[src/rtl/reg_file_param.sv]
// Parameterised register file: N_RD registered read ports, one write port,
// r0 hardwired to zero, and a bulk-clear sweep that zeroes one entry per cycle.
//
// Ports:
//   clk      : clock; all state changes on the rising edge
//   clr_n    : asynchronous active-low reset
//   we       : write enable
//   wr_addr  : write address
//   wr_data  : write data
//   rd_addr  : packed read addresses, port k at [k*ADDR_W +: ADDR_W]
//   rd_data  : packed registered read data, port k at [k*DATA_W +: DATA_W]
//   clr_req  : single-cycle request to start a clear sweep
//   busy     : high while the sweep runs
//   clr_done : one-cycle pulse after the final sweep entry is cleared
//
// Optional feature macro: REGFILE_BYPASS_EN
//   When defined, a write forwards its data to any read port that samples
//   the same address on the same edge. When undefined, that read returns
//   the pre-write contents.

module reg_file_param #(
  parameter int DATA_W = 32,
  parameter int ADDR_W = 5,
  parameter int N_RD   = 2
) (
  input  logic                     clk,
  input  logic                     clr_n,
  input  logic                     we,
  input  logic [ADDR_W-1:0]        wr_addr,
  input  logic [DATA_W-1:0]        wr_data,
  input  logic [N_RD*ADDR_W-1:0]   rd_addr,
  output logic [N_RD*DATA_W-1:0]   rd_data,
  input  logic                     clr_req,
  output logic                     busy,
  output logic                     clr_done
);

  localparam int DEPTH = 2 ** ADDR_W;

  typedef enum logic {
    IDLE  = 1'b0,
    SWEEP = 1'b1
  } state_t;

  state_t            state_q;
  state_t            state_d;
  logic [ADDR_W-1:0] idx_q;
  logic [ADDR_W-1:0] idx_d;
  logic              done_q;
  logic              done_d;

  logic [DATA_W-1:0] mem_q [DEPTH];
  logic [DATA_W-1:0] rd_q  [N_RD];
  logic [DATA_W-1:0] rd_d  [N_RD];

  logic sweep_clr;
  logic wr_ok;

  // State register
  always_ff @(posedge clk or negedge clr_n) begin
    if (!clr_n) begin
      state_q <= IDLE;
      idx_q   <= '0;
      done_q  <= 1'b0;
    end else begin
      state_q <= state_d;
      idx_q   <= idx_d;
      done_q  <= done_d;
    end
  end

  // Next-state logic
  always_comb begin
    state_d = state_q;
    idx_d   = idx_q;
    done_d  = 1'b0;
    unique case (state_q)
      IDLE: begin
        if (clr_req) begin
          state_d = SWEEP;
          idx_d   = '0;
        end
      end
      SWEEP: begin
        // Wraps to zero after the last entry, leaving IDLE with index 0.
        idx_d = idx_q + ADDR_W'(1);
        if (idx_q == {ADDR_W{1'b1}}) begin
          state_d = IDLE;
          done_d  = 1'b1;
        end
      end
      default: begin
        state_d = IDLE;
        idx_d   = '0;
      end
    endcase
  end

  // Output logic
  always_comb begin
    busy      = (state_q == SWEEP);
    clr_done  = done_q;
    sweep_clr = (state_q == SWEEP);
    // A clr_req cycle drops any write; r0 is never stored.
    wr_ok     = we && (state_q == IDLE) && !clr_req
                && (wr_addr != '0);
  end

  // Storage
  always_ff @(posedge clk or negedge clr_n) begin
    if (!clr_n) begin
      for (int i = 0; i < DEPTH; i++) begin
        mem_q[i] <= '0;
      end
    end else if (sweep_clr) begin
      mem_q[idx_q] <= '0;
    end else if (wr_ok) begin
      mem_q[wr_addr] <= wr_data;
    end
  end

  // Read ports
  for (genvar k = 0; k < N_RD; k++) begin : g_rd
    logic [ADDR_W-1:0] ra;

    assign ra = rd_addr[k*ADDR_W +: ADDR_W];

    always_comb begin
      rd_d[k] = '0;
      if (!sweep_clr && (ra != '0)) begin
        rd_d[k] = mem_q[ra];
`ifdef REGFILE_BYPASS_EN
        if (wr_ok && (wr_addr == ra)) begin
          rd_d[k] = wr_data;
        end
`endif
      end
    end

    assign rd_data[k*DATA_W +: DATA_W] = rd_q[k];
  end

  always_ff @(posedge clk or negedge clr_n) begin
    if (!clr_n) begin
      for (int k = 0; k < N_RD; k++) begin
        rd_q[k] <= '0;
      end
    end else begin
      for (int k = 0; k < N_RD; k++) begin
        rd_q[k] <= rd_d[k];
      end
    end
  end

endmodule

[config.mk]
export PLATFORM = sky130hd
export DESIGN_NAME = reg_file_param
export DESIGN_NICKNAME = d
export VERILOG_FILES = /design/src/rtl/reg_file_param.sv
export SDC_FILE = /design/constraint.sdc
export NUM_CORES = 2
export LEC_CHECK = 0
export BUFFER_PORTS_ARGS = -buffer_cell sky130_fd_sc_hd__buf_2
export CAP_MARGIN = 10
export CORE_MARGIN = 2
export CORE_UTILIZATION = 30
export CTS_CLUSTER_SIZE = 30
export DETAILED_ROUTE_END_ITERATION = 7
export PLACE_DENSITY = 0.53
export SYNTH_ARGS = -nofsm -noshare
export SYNTH_HDL_FRONTEND = slang
export SYNTH_SLANG_ARGS = --single-unit
export TNS_END_PERCENT = 10
[constraint.sdc]
create_clock -name clk -period 2.8 [get_ports clk]
set_input_delay 0.42 -clock clk [delete_from_list [all_inputs] [get_ports clk]]
set_output_delay 0.42 -clock clk [all_outputs]
set_load 0.03 [all_outputs]
==> metrics.csv <==
stage;metric;value;unit
detailed_routing;drc;0;
logic_synthesis;synth_warnings;0;
power;leakage;29.2;nW
floorplanning;rows;159;
setup_path;cp_max_fo;23;
clock_tree;postCtsSetupBuffers;0;
floorplanning;dieArea;192000;sq um
final_layout;nNetsFinal;5059;
setup_path;cp-endpoint;mem_q[757];
setup_path;reg2reg_slack;0.10;ns
timing;final-setup-viol-count;0;
setup_path;slowest_delay;1.07;ns
placement;portBuffers;116;
setup_path;arrival;3.38;ns
setup_path;critPathCaptureType;flop;
global_routing;grt_max_degree;108;
global_routing;first_global_vias;45800;
placement;dp.final_hpwl;145000;um
floorplanning;die_h;438;um
setup_path;cp_cell_sequence;inv_1 > ha_1 > a21oi_4 > buf_4 > a22o_1;
final_layout;drive_above_1_share;26.8;%
detailed_routing;drt_wl_total;233000;um
detailed_routing;avgViaCountPerCell;6.00;
clock_tree;cts-buffers-inserted;117;
setup_path;startpoint;idx_q[0];
detailed_routing;first_pass_iters;7;
logic_synthesis;avgSynthCellArea;11.3;sq um
final_layout;fillers;18400;
logic_synthesis;ys.flop_type;dfrtp_1;
logic_synthesis;synth_cells;5012;
clock_tree;clock_latency;0.78;ns
setup_path;cp_slowest_cell;a21oi_4;
logic_synthesis;syn-num-nets;5068;
floorplanning;ios;117;
timing;slew_violations;0;
setup_path;r2r_start;idx_q[0];
timing;period_needed;2.70;ns
timing;hold_viol;0;
clock_tree;cts_tree;built;
floorplanning;start_util;30.1;%
clock_tree;htree_levels;3;
logic_synthesis;async_reset_ff_share;100;%
final_layout;final_cells;7606;
logic_synthesis;yosys_register_bits;1095;
floorplanning;core_area;187000;sq um
setup_path;r2r-end;mem_q[757];
detailed_routing;initialDrtViolationCount;4823;
global_routing;grt_pass1_wl;338000;um
placement;dpl.cell_count;7377;
power;p_per_area;711;nW/um^2
detailed_routing;wire_per_inst;30.7;um
clock_tree;cts_buffer_depth;3;
detailed_routing;via_count;45600;
timing;finalCritPeriodShare;96.4;%
logic_synthesis;synth_edf_count;0;
final_layout;finalCoreUtilization;35.3;%
flow_run;drv_cap;0;
setup_path;worstSetupPathType;reg2reg;
timing;max_clock_freq;370;MHz
timing;worst_pin_slew;1.23;ns
placement;gp_congestion;0.887;
power;total_power;47.1;mW
timing;rsz0062_at_grt;no;
global_routing;overflow;0;
logic_synthesis;synthesis.area;56500;sq um
final_layout;area_growth;17.1;%
clock_tree;clkSlewWorstSetupHoldPaths;0.06;ns
logic_synthesis;synth-seq-area-share;48.5;%
clock_tree;cts_sinks;1095;
clock_tree;cts_root_buf;clkbuf_16;
floorplanning;die_w;438;um
outcome;outcome;finished, final reports clean;
logic_synthesis;ys_types;52;
power;irDropWorstVdd;0.549;mV
global_routing;grt_use_total;24.0;%
setup_path;crit_required;3.48;ns
hold_path;min_path_type;in2async;
setup_path;ff2ff_path_depth;5;
global_routing;grt_antenna_before_repair;26;
timing;relSlewSlack;17.7;%
detailed_routing;drtAntennaViolNets;0;
setup_path;cp-start-kind;flop;
timing;finClkSkew;0.0359;ns
==> report_power, final <==
group,switching [mW],internal (mW),total (mW)
clock,7.07,9.52,16.6
combinational,5.84,4.22,10.1
sequential,2.03,18.4,20.4
==> metal layers <==
metal | up-vias | track usage [%] | wire length [um]
met5 | - | 0 | 102
met4 | 16 | 12.5 | 13100
met3 | 585 | 4.30 | 20600
met2 | 2587 | 37.3 | 107000
met1 | 23600 | 31.8 | 92600
li1 | 18800 | - | -
==> cell type report <==
type	count	area [sq um]	share of cell area, %
diodes	14	35.0	0.0530
clock inverters	52	669	1.01
repair buffers	434	4230	6.39
well taps	2495	3120	4.72
clock buffers	161	3340	5.05
multi-input cells	3352	27400	41.3
flip-flops and latches	1095	27400	41.4
inverters	3	11.3	0.0170
==> timing repair <==
action                    CTS  global route
hold endpoints to repair  169             0
hold buffers                2             0
resized for setup           0             0
==> critical path, delay by kind of cell, from the launching register on <==
| kind | cells | cell delay [ns] |
|---|---|---|
| adder cells (fa/ha/maj) | 1 | 0.47 |
| buffers and inverters | 2 | 0.47 |
| flip-flops | 1 | 0.43 |
| AO/OA/AOI/OAI | 2 | 1.23 |
==> sequential cells by signal, indices dropped and copies added, names as in the netlist <==
name,count
busy,1
clr_done,1
idx_q,5
mem_q,1024
rd_data,64
==> cells in the mapped netlist (all sizes together), types with 22 or more instances <==
library cell / n / share of area [%]
or3: 63 / 0.70
nor2b: 130 / 1.4
a211oi: 130 / 1.7
dfrtp: 1095 / 49
nor3: 163 / 1.7
nand3: 125 / 1.1
buf: 140 / 1.2
o22ai: 130 / 1.4
clkbuf: 422 / 2.8
a22o: 710 / 11
nand2: 655 / 4.4
o21ai: 417 / 3.7
mux2: 391 / 7.8
mux4: 252 / 10
a22oi: 62 / 0.82
and2: 33 / 0.37
a21oi: 22 / 0.19
==> how the worst min path moves through the flow <==
| stage | slack, ns | end | cells past startpoint |
|---|---|---|---|
| 6_report | 0.18 | rd_data[21] | 2 |
| 3_5_place_dp | 0.37 | mem_q[725] | 1 |
| 2_1_floorplan | 0.12 | busy | 0 |
| 3_3_place_gp | 0.36 | mem_q[725] | 1 |
| 4_1_cts | 0.16 | mem_q[696] | 2 |
| 5_1_grt | 0.21 | mem_q[696] | 2 |
==> through the flow <==
stage	hold slack (ns)	setup slack [ns]	setup TNS, ns	instance area [sq um]
after floorplan	0.124	0.500	0	56500
after global placement	0.363	-0.0426	-0.0426	62100
after detailed placement	0.372	-0.00934	-0.00934	62100
after CTS	0.156	0.169	0	66100
after global routing	0.207	0.0596	0	66100
final	0.182	0.100	0	66200
==> kinds of logic (layout without fill, tap and decap cells) <==
kind of cell | after synthesis | in the layout | synth area share (%)
xor gates and xnor gates | 2 | 2 | 0.0310
and+or+nand+nor | 1224 | 1224 | 10.5
DFF | 1095 | 1095 | 48.5
buffers and inverters | 565 | 650 | 4.01
other | 0 | 14 | 0
muxes | 644 | 644 | 17.9
adders and majority gates | 5 | 5 | 0.111
AOI/OAI and AO/OA | 1477 | 1477 | 19.0
==> cells in the final DEF, fill, tap and decap left out, types with 4 or more instances in the layout <==
master and n:
nand2b_2 7, buf_4 221, nand3b_1 4, nor3_2 6
ha_1 5, and2_1 33, a22oi_1 62, or2_2 4
clkinv_2 27, nand2b_1 5, buf_2 109, nor3_1 132
o22ai_1 130, nand3_1 125, nand2_2 11, nor3_4 25
nand2_1 644, a21oi_4 22, mux2_2 391, nor2b_1 130
dfrtp_1 1095, clkbuf_1 19, or3_1 63, a22o_1 710
diode_2 14, clkbuf_8 27, o21ai_0 414, bufinv_16 13
clkbuf_16 117, clkinvlp_4 4, buf_12 95, o21ba_2 4
mux4_2 252, buf_8 5, nor4b_2 7, a211oi_1 130
Note: power is estimated with default switching activity, not from simulation.
